--- src/rtl/seg7_scan_decoder_if.sv ---
// Bus bundle for the seven-segment scan decoder: scanned display inputs and decoded outputs.
interface seg7_scan_decoder_if;
  logic [0:6]  SEG;
  logic [3:0]  DIG;
  logic [15:0] Q;
  logic        FRAME;
  logic [3:0]  SEEN;
  logic [3:0]  ERR;

  modport master (output SEG, DIG, input Q, FRAME, SEEN, ERR);
  modport slave  (input SEG, DIG, output Q, FRAME, SEEN, ERR);
endinterface

--- src/rtl/seg7_scan_decoder.sv ---
// Decodes a multiplexed 4-digit active-low 7-segment bus back into a 16-bit value,
// publishing only complete frames; Q updates on the capture edge of the last missing digit.
module seg7_scan_decoder #(
  parameter int unsigned SETTLE = 4
) (
  input logic               Clock,
  input logic               Reset,
  seg7_scan_decoder_if.slave bus
);

  localparam logic [3:0] SETTLE_C  = 4'(SETTLE);
  localparam logic [3:0] SETTLE_M1 = 4'(SETTLE - 1);

  logic [10:0] prev_q, prev_d;
  logic [3:0]  cnt_q, cnt_d;
  logic [15:0] stage_q, stage_d;
  logic [15:0] q_q, q_d;
  logic        frame_q, frame_d;
  logic [3:0]  seen_q, seen_d;
  logic [3:0]  err_q, err_d;

  logic [10:0] pair;
  logic [6:0]  seg_vec;
  logic        one_hot, same, capture;
  logic [1:0]  dig_idx;
  logic        pat_vld;
  logic [3:0]  pat_nib;
  logic [15:0] merged;
  logic [3:0]  seen_new;

  assign seg_vec = bus.SEG;
  assign pair    = {bus.DIG, seg_vec};
  assign one_hot = (bus.DIG != 4'd0) && ((bus.DIG & (bus.DIG - 4'd1)) == 4'd0);
  assign same    = (pair == prev_q);
  assign prev_d  = pair;
  // The SETTLE-1 -> SETTLE step only happens once per dwell because cnt saturates.
  assign capture = one_hot && same && (cnt_q == SETTLE_M1);

  always_comb begin
    cnt_d = 4'd0;
    if (one_hot) begin
      if (same) cnt_d = (cnt_q >= SETTLE_C) ? SETTLE_C : cnt_q + 4'd1;
      else      cnt_d = 4'd1;
    end
  end

  always_comb begin
    dig_idx = 2'd3;
    case (bus.DIG)
      4'b0001: dig_idx = 2'd0;
      4'b0010: dig_idx = 2'd1;
      4'b0100: dig_idx = 2'd2;
      default: dig_idx = 2'd3;
    endcase
  end

  // Segment order a..g, 0 = lit.
  always_comb begin
    pat_vld = 1'b1;
    pat_nib = 4'h0;
    case (seg_vec)
      7'b0000001: pat_nib = 4'h0;
      7'b1001111: pat_nib = 4'h1;
      7'b0010010: pat_nib = 4'h2;
      7'b0000110: pat_nib = 4'h3;
      7'b1001100: pat_nib = 4'h4;
      7'b0100100: pat_nib = 4'h5;
      7'b0100000: pat_nib = 4'h6;
      7'b0001111: pat_nib = 4'h7;
      7'b0000000: pat_nib = 4'h8;
      7'b0001100: pat_nib = 4'h9;
      7'b0001000: pat_nib = 4'hA;
      7'b1100000: pat_nib = 4'hB;
      7'b0110001: pat_nib = 4'hC;
      7'b1000010: pat_nib = 4'hD;
      7'b0110000: pat_nib = 4'hE;
      7'b0111000: pat_nib = 4'hF;
      default:    pat_vld = 1'b0;
    endcase
  end

  always_comb begin
    merged = stage_q;
    merged[{dig_idx, 2'b00} +: 4] = pat_nib;
    seen_new = seen_q | bus.DIG;
  end

  always_comb begin
    stage_d = stage_q;
    q_d     = q_q;
    frame_d = 1'b0;
    seen_d  = seen_q;
    err_d   = err_q;
    if (capture) begin
      if (pat_vld) begin
        stage_d = merged;
        if (seen_new == 4'hF) begin
          q_d     = merged;
          frame_d = 1'b1;
          seen_d  = 4'h0;
        end else begin
          seen_d  = seen_new;
        end
      end else begin
        err_d  = err_q | bus.DIG;
        seen_d = seen_q & ~bus.DIG;
      end
    end
  end

  always_ff @(posedge Clock) begin
    if (Reset) begin
      prev_q  <= '0;
      cnt_q   <= '0;
      stage_q <= '0;
      q_q     <= '0;
      frame_q <= 1'b0;
      seen_q  <= '0;
      err_q   <= '0;
    end else begin
      prev_q  <= prev_d;
      cnt_q   <= cnt_d;
      stage_q <= stage_d;
      q_q     <= q_d;
      frame_q <= frame_d;
      seen_q  <= seen_d;
      err_q   <= err_d;
    end
  end

  assign bus.Q     = q_q;
  assign bus.FRAME = frame_q;
  assign bus.SEEN  = seen_q;
  assign bus.ERR   = err_q;

endmodule

--- src/flat_wrapper.sv ---
// flat-port wrapper written by rule: the top's interface ports become plain ports
module seg7_scan_decoder_flat 
#(
  parameter int unsigned SETTLE = 4
)
  (Clock, Reset, bus_SEG, bus_DIG, bus_Q, bus_FRAME, bus_SEEN, bus_ERR);
  seg7_scan_decoder_if bus_i ();
  input logic Clock;
  input logic Reset;
  input wire logic [$bits(bus_i.SEG)-1:0] bus_SEG;
  input wire logic [$bits(bus_i.DIG)-1:0] bus_DIG;
  output wire logic [$bits(bus_i.Q)-1:0] bus_Q;
  output wire logic [$bits(bus_i.FRAME)-1:0] bus_FRAME;
  output wire logic [$bits(bus_i.SEEN)-1:0] bus_SEEN;
  output wire logic [$bits(bus_i.ERR)-1:0] bus_ERR;
  assign bus_i.SEG = bus_SEG;
  assign bus_i.DIG = bus_DIG;
  assign bus_Q = bus_i.Q;
  assign bus_FRAME = bus_i.FRAME;
  assign bus_SEEN = bus_i.SEEN;
  assign bus_ERR = bus_i.ERR;
  seg7_scan_decoder #(.SETTLE(SETTLE)) u_core (.Clock(Clock), .Reset(Reset), .bus(bus_i));
endmodule
--- config.mk ---
export PLATFORM = sky130hd
export DESIGN_NAME = seg7_scan_decoder_flat
export DESIGN_NICKNAME = d
export VERILOG_FILES = /design/src/rtl/seg7_scan_decoder_if.sv /design/src/rtl/seg7_scan_decoder.sv /design/src/flat_wrapper.sv
export SDC_FILE = /design/constraint.sdc
export NUM_CORES = 1
export LEC_CHECK = 0
export ABC_AREA = 0
export CAP_MARGIN = 20
export CELL_PAD_IN_SITES_DETAIL_PLACEMENT = 1
export CELL_PAD_IN_SITES_GLOBAL_PLACEMENT = 2
export CORE_ASPECT_RATIO = 1.4
export CORE_MARGIN = 5
export CORE_UTILIZATION = 34
export CTS_CLUSTER_DIAMETER = 120
export CTS_CLUSTER_SIZE = 28
export DETAILED_ROUTE_END_ITERATION = 12
export PLACE_DENSITY = 0.92
export SLEW_MARGIN = 25
export SYNTH_ARGS = -nofsm -noshare
export SYNTH_HDL_FRONTEND = slang
export SYNTH_SLANG_ARGS = --single-unit
export TNS_END_PERCENT = 100
--- constraint.sdc ---
create_clock -name Clock -period 3.5 [get_ports Clock]
set_clock_uncertainty 0.2 [all_clocks]
set_input_delay 0.7 -clock Clock [delete_from_list [all_inputs] [get_ports Clock]]
set_output_delay 0.7 -clock Clock [all_outputs]
set_load 0.01 [all_outputs]
==> summary.txt, run 1 <==
Clock network
  • CTS sink cnt: 56
  • Post-CTS sizing: 0
  • CTS Root Cell: clkbuf_16
  • Clock transition at path regs: roughly 70 ps
  • H-tree levels: 2
  • Worst skew pair latency: about 300 ps
  • Inserted Clock Buffers: 5
  • Clock buffer depth: 2
  • Post-CTS setup repair buffer count: 0
  • Hold_buf cts: 0
  • TritonCTS clock tree: done

Yosys
  • Cell Area, Synth: between 3000 and 4000 µm²
  • Yosys top cell by area: dfxtp_1
  • Asr flop ratio synth: 0
  • Syn Area/Cell: 8.78 µm²
  • Post-synth top flop: dfxtp_1
  • Number of synthesized register bits: 56
  • Post-synth top area share: 0.366
  • Share of the yosys chip area belonging to registers: 0.366
  • Largest cells by area after synthesis: dfxtp_1 37%, nor2b_1 3.9%, xnor2_1 3.7%
  • Yosys cell types: between 60 and 70
  • Number of synthesized flops with an enable pin: 0
  • Gate count after technology mapping: roughly 350
  • Ys Warns: 0
  • Post-Syn Nets: around 370

Place
  • # port buffers: 37
  • Area after DPL: between 3000 and 4000 µm²
  • Pre-CTS setup slack: -167 ps
  • Final RePlAce weighted congestion: around 0.79
  • Detailed-placement wirelength estimate: around 7000 µm

Detailed routing
  • Vias per cell: 5.69
  • Final WL: about 9300 µm
  • Vias post-DR: roughly 3000
  • Detail Route Antenna Nets: 0
  • DRC violations left: 0
  • Initial detailed-routing violation count: roughly 190
  • DRT Pass-1 Iters: 4
  • WL/cell: 18.0 µm

Critical path
  • Worst path cell trace: clkdlybuf4s50_1 -> or4b_4 -> ha_1 -> a211o_1 -> o21ai_1 -> buf_4 -> nand3_1 -> and4_1 -> nor3_1
  • Worst Path Arrival: between 3000 and 4000 ps
  • Crit end category: flip-flop
  • CP Launch Type: input port
  • CP max-delay cell: or4b_4
  • Crit path max fanout: 7
  • Worst EP required: 3510 ps
  • CP max stage delay: between 600 and 700 ps
  • Kind of critical path: input port to flip-flop

Power and ir drop
  • Pleak: approximately 1.4 nW
  • Pwr Total: about 1.3 mW
  • Worst vdd ir: approximately 200 µV
  • Pwr Density: between 300 and 400 nW/µm²

Final layout
  • # nets final: around 430
  • Filler cells: around 1000
  • Final antenna diode count: 0
  • Share of cells above drive strength 1: 0.182
  • Final cell area excluding filler cells: 3960 µm²
  • Area grow syn2layout: 29.1%

STA
  • Fmax: between 300 and 400 MHz
  • Final setup fails: 0
  • Slew margin rel.: 0.448
  • Tcrit/Tclk final: 0.938
  • Final hold viol count: 0
  • Setup WS post-layout: 217 ps
  • Slew Viols, Final: 0
  • Unrepaired setup endpoints after global routing: no
  • Tmin final: 3280 ps
  • Worst slew pin tran: approximately 800 ps

Status
  • Status: completed

Floorplan
  • # rows: 41
  • Initial Util: 0.343
  • Core Box Area: between 8000 and 9000 µm²
  • Ports: 38
  • Die Span Y: between 100 and 150 µm
  • Die footprint: 11000 µm²
  • DIE WIDTH: 90.3 µm

Worst hold path
  • Hold Path Class: flip-flop to flip-flop

Job
  • Max-cap check violation count: 0

Global routing
  • All-layer global routing usage: 0.174
  • Pin count of the biggest net entering global routing: 31
  • Vias in the first global route: ~3100
  • Initial antenna violation count: 0
  • Remaining Overflow, GRT: 0
  • First-pass GRT wire length: between 15000 and 20000 µm
-- kinds of logic after synthesis --
kind of cell    Yosys count  share of synthesized area
simple gates            136                      0.279
compound gates           97                      0.222
flops                    56                      0.366
buf+inv                  36                     0.0588
xor+xnor                 15                     0.0429
fa+ha+maj                 4                     0.0163
mux                       4                     0.0143
other cells               1                    0.00122
-- per-stage QoR --
| stage | hold slack [ps] | TNS, ps | std cells | utilization |
|---|---|---|---|---|
| 4_1_cts | 277 | 0 | 518 | 0.443 |
| 3_3_place_gp | 249 | 0 | 511 | 0.428 |
| 5_1_grt | 301 | 0 | 518 | 0.443 |
| 6_report | 270 | 0 | 518 | 0.443 |
| 2_1_floorplan | 244 | 0 | 349 | - |
| 3_5_place_dp | 260 | -262 | 511 | 0.428 |
-- area by class of cell --
cell class / instances / area (µm²) / area share
clock buffer: 5 / 125 / 0.0316
clock inverter: 2 / 12.5 / 0.00316
inverter: 4 / 15.0 / 0.00380
multi-input combinational: 257 / 1770 / 0.448
sequential: 56 / 1120 / 0.283
tap: 107 / 134 / 0.0338
timing repair buffer: 87 / 778 / 0.197
-- final timing paths --
kind / cells after the start / slack [ps] / from / to
min: 2 / 270 / u_core.bus.ERR[0]$_SDFFE_PP0P_ / u_core.bus.ERR[0]$_SDFFE_PP0P_
min reg2reg: 2 / 270 / u_core.bus.ERR[0]$_SDFFE_PP0P_ / u_core.bus.ERR[0]$_SDFFE_PP0P_
max reg2reg: 7 / 1110 / u_core.prev_q[1]$_SDFF_PP0_ / u_core.bus.Q[7]$_SDFFE_PP0P_
max: 9 / 220 / bus_DIG[0] / u_core.stage_q[1]$_SDFFE_PP0P_
-- Yosys cell counts (all sizes together), types with 8 or more instances --
| library cell | n |
|---|---|
| nor2 | 20 |
| o21ai | 15 |
| a31oi | 17 |
| buf | 19 |
| nand2 | 11 |
| dfxtp | 56 |
| nor2b | 19 |
| xnor2 | 13 |
| a21oi | 24 |
| nor4 | 9 |
| clkbuf | 13 |
| nor3 | 23 |
| nand4 | 14 |
| nand3 | 8 |
-- sequential cells by signal, summed over array words and instances (netlist names) --
| name | cells |
|---|---|
| u_core.bus.ERR | 4 |
| u_core.bus.FRAME | 1 |
| u_core.bus.Q | 16 |
| u_core.bus.SEEN | 4 |
| u_core.cnt_q | 4 |
| u_core.prev_q | 11 |
| u_core.stage_q | 16 |
-- routing by layer --
metal / global-route usage / part of all wire / up-vias / routed length, µm
met3: 0.0264 / 0.025 / 11 / 229
met2: 0.326 / 0.54 / 41 / 5070
li1: - / - / 1428 / -
met5: 0 / 0 / - / 0
met4: 0.0624 / 0.017 / 0 / 162
met1: 0.198 / 0.42 / 1467 / 3890
-- critical path: cells and delay by family --
kind	cells	cell delay (ps)
AND/OR/NAND/NOR	4	1140
AO/OA/AOI/OAI	2	500
adder cells (fa/ha/maj)	1	220
buffers and inverters	2	740
-- power by group --
part / total, mW / internal [mW] / switching (mW) / leakage, nW
combinational: 0.187 / 0.0784 / 0.108 / 0.917
clock: 0.490 / 0.260 / 0.230 / 0.0657
sequential: 0.649 / 0.645 / 0.00378 / 0.454
-- placed cells by master, fill, tap and decap left out, types with 4 or more instances in the layout --
| cell | netlist | layout |
|---|---|---|
| clkdlybuf4s50_1 | 0 | 36 |
| a211oi_1 | 6 | 6 |
| nor2b_1 | 19 | 19 |
| xnor2_1 | 13 | 13 |
| ha_1 | 4 | 4 |
| nor2_1 | 19 | 19 |
| a31oi_1 | 17 | 17 |
| clkbuf_16 | 0 | 5 |
| nand4_1 | 12 | 12 |
| nand3_1 | 8 | 8 |
| inv_1 | 4 | 4 |
| and2_1 | 5 | 5 |
| buf_4 | 1 | 47 |
| nand2_1 | 11 | 11 |
| a21oi_1 | 22 | 22 |
| o21ai_0 | 13 | 13 |
| a22oi_1 | 6 | 6 |
| a311oi_1 | 5 | 5 |
| and3_1 | 4 | 4 |
| nor3b_1 | 4 | 4 |
| a22o_1 | 5 | 5 |
| dfxtp_1 | 56 | 56 |
| nor3_1 | 22 | 22 |
| nor4_1 | 7 | 6 |
No activity file was read; power rests on OpenSTA's default activity.
==> inputs of run 2 (changes only) <==
--- a/config.mk
+++ b/config.mk
@@ -16,6 +16,7 @@
 export CTS_CLUSTER_SIZE = 28
 export DETAILED_ROUTE_END_ITERATION = 12
 export PLACE_DENSITY = 0.92
+export SKIP_LAST_GASP = 1
 export SLEW_MARGIN = 25
 export SYNTH_ARGS = -nofsm -noshare
 export SYNTH_HDL_FRONTEND = slang
==> results of run 2 <==
Final layout, timing and power as in run 1 (identical DEF).
==> inputs of run 3 (changes only) <==
--- a/config.mk
+++ b/config.mk
@@ -7,11 +7,9 @@
 export LEC_CHECK = 0
 export ABC_AREA = 0
 export CAP_MARGIN = 20
-export CELL_PAD_IN_SITES_DETAIL_PLACEMENT = 1
-export CELL_PAD_IN_SITES_GLOBAL_PLACEMENT = 2
 export CORE_ASPECT_RATIO = 1.4
 export CORE_MARGIN = 5
-export CORE_UTILIZATION = 34
+export CORE_UTILIZATION = 56
 export CTS_CLUSTER_DIAMETER = 120
 export CTS_CLUSTER_SIZE = 28
 export DETAILED_ROUTE_END_ITERATION = 12
==> summary.txt, run 3 (synthesis results as in run 1) <==
Status
  • Status: completed

Critical path
  • Kind of critical path: input port to flip-flop
  • CP Launch Type: input port
  • Crit end category: flip-flop
  • Worst EP required: 3540 ps (+30 ps)
  • Crit path max fanout: 9 (+2)
  • Worst Path Arrival: 3290 ps (about the same)

Detailed routing
  • Met3 routed WL: 494 µm (+120%)
  • WL/cell: 17.9 µm (-0.84%)
  • Detail Route Antenna Nets: 0 (unchanged)
  • Max layer used: met4
  • DRC violations left: 0 (unchanged)
  • Vias per cell: 6.46 (+14%)
  • Met2 wire len: 4250 µm (-16%)
  • Final WL: 8370 µm (-10%)
  • Vias post-DR: 3023 (+2.6%)
  • DRT Pass-1 Iters: 5 (+1)
  • Met1 wire length: 3350 µm (-14%)
  • Initial detailed-routing violation count: 235 (+25%)

STA
  • Worst slew pin tran: 565 ps (-249 ps)
  • Tcrit/Tclk final: 0.930 (-0.00794)
  • Final setup fails: 0 (unchanged)
  • Unrepaired setup endpoints after global routing: no
  • Fin Setup TNS: 0 ps (unchanged)
  • Slew Viols, Final: 0 (unchanged)
  • Tmin final: 3250 ps (-27.8 ps)
  • Final hold viol count: 0 (unchanged)
  • Slew margin rel.: 0.623 (+0.175)
  • Fmax: 307 MHz (+0.85%)

Clock network
  • Post-CTS setup repair buffer count: 0 (unchanged)
  • Post-CTS sizing: 0 (unchanged)
  • Hold_buf cts: 0 (unchanged)
  • CTS sink cnt: 56 (unchanged)
  • CTS Root Cell: clkbuf_8
  • Inserted Clock Buffers: 5 (unchanged)
  • TritonCTS clock tree: done
  • Clock transition at path regs: 100 ps (+30 ps)
  • Worst skew pair latency: 310 ps (about the same)
  • H-tree levels: 2 (unchanged)
  • Clock buffer depth: 2 (unchanged)

Global routing
  • Remaining Overflow, GRT: 0 (unchanged)
  • First-pass GRT wire length: 13900 µm (-12%)
  • All-layer global routing usage: 0.241 (+0.0673)
  • Initial antenna violation count: 0 (unchanged)
  • Vias in the first global route: 2879 (-7.5%)
  • Pin count of the biggest net entering global routing: 33 (+6.5%)

Worst hold path
  • Hold Path Class: flip-flop to flip-flop

Power and ir drop
  • Worst vdd ir: 285 µV (+39%)
  • Pwr Total: 1.24 mW (-6.5%)
  • Pleak: 1.37 nW (-4.5%)
  • Pwr Density: 327 nW/µm² (-2.4%)

Place
  • Final RePlAce weighted congestion: 0.961 (+22%)
  • # port buffers: 37 (unchanged)
  • Detailed-placement wirelength estimate: 5800 µm (-16%)

Final layout
  • Leading cell type in the layout, fill and taps excluded: dfxtp_1
  • Area grow syn2layout: 23.6%
  • # nets final: 416 (-2.8%)
  • Most frequent cells in the layout: 56 x dfxtp_1, 36 x clkdlybuf4s50_1, 35 x buf_4
  • Final antenna diode count: 0 (unchanged)
  • Share of cells above drive strength 1: 0.158 (-0.0250)

Floorplan
  • # rows: 32 (-22%)
  • DIE WIDTH: 72.5 µm (-20%)
  • Die footprint: 7070 µm² (-36%)
  • Initial Util: 0.567 (+0.224)
  • Die Span Y: 97.5 µm (-20%)
  • Ports: 38 (unchanged)
  • Core Box Area: 5410 µm² (-39%)

Job
  • Max-cap check violation count: 0 (unchanged)
## run 3: changes by cell type in the layout (fill, tap and decap cells not counted)
cell        previous run  this run
buf_4                 47        35
clkbuf_16              5         0
clkbuf_8               0         5
bufinv_16              0         1
clkbuf_1               0         1
clkinvlp_4             1         0
o311ai_0               0         1
o311ai_1               1         0
## run 3: where the power goes
part / leakage (nW) / switching (mW) / internal (mW) / total [mW]
Clock: 0.0552 / 0.201 / 0.213 / 0.413
Sequential: 0.454 / 0.00368 / 0.645 / 0.648
Combinational: 0.862 / 0.105 / 0.0718 / 0.177
## run 3: final cells by class
| type | count | area, µm² |
|---|---|---|
| Inverter | 4 | 15.0 |
| Multi-Input combinational cell | 257 | 1770 |
| Fill cell | 387 | 1620 |
| Clock buffer | 6 | 72.6 |
| Timing Repair Buffer | 75 | 688 |
| Clock inverter | 2 | 35.0 |
| Sequential cell | 56 | 1120 |
| Tap cell | 68 | 85.1 |
## run 3: routing by layer
| metal | global-route usage | up-vias |
|---|---|---|
| li1 | - | 1405 |
| met1 | 0.297 | 1436 |
| met2 | 0.410 | 148 |
| met3 | 0.0321 | 34 |
| met4 | 0.102 | 0 |
| met5 | 0 | - |
## run 3: through the flow
step	hold slack (ps)	instances	setup slack (ps)	utilization	instance area, µm²
final	278	468	245	0.701	3790
after global routing	301	468	4.24	0.701	3790
after CTS	279	468	270	0.701	3790
after detailed placement	259	460	15.1	0.681	3680
after global placement	255	460	79.8	0.681	3680
after floorplan	244	349	374	-	3070
## run 3: path summary, 6_finish.rpt
| check | startpoint | end | cells past startpoint | slack, ps |
|---|---|---|---|---|
| worst min-delay path | u_core.bus.ERR[0]$_SDFFE_PP0P_ | u_core.bus.ERR[0]$_SDFFE_PP0P_ | 2 | 280 |
| worst min register to register | u_core.bus.ERR[0]$_SDFFE_PP0P_ | u_core.bus.ERR[0]$_SDFFE_PP0P_ | 2 | 280 |
| worst max-delay path | bus_DIG[2] | u_core.stage_q[1]$_SDFFE_PP0P_ | 10 | 250 |
| worst max register to register | u_core.prev_q[8]$_SDFF_PP0_ | u_core.bus.Q[6]$_SDFFE_PP0P_ | 7 | 1100 |
## run 3: critical path: stages
cell and delay [ps]:
clkdlybuf4s50_1 670, nor4b_1 430, inv_1 120, ha_1 260
a211o_1 310, o21ai_1 160, buf_4 190, nand3_1 110
and4_1 210, nor3_1 120
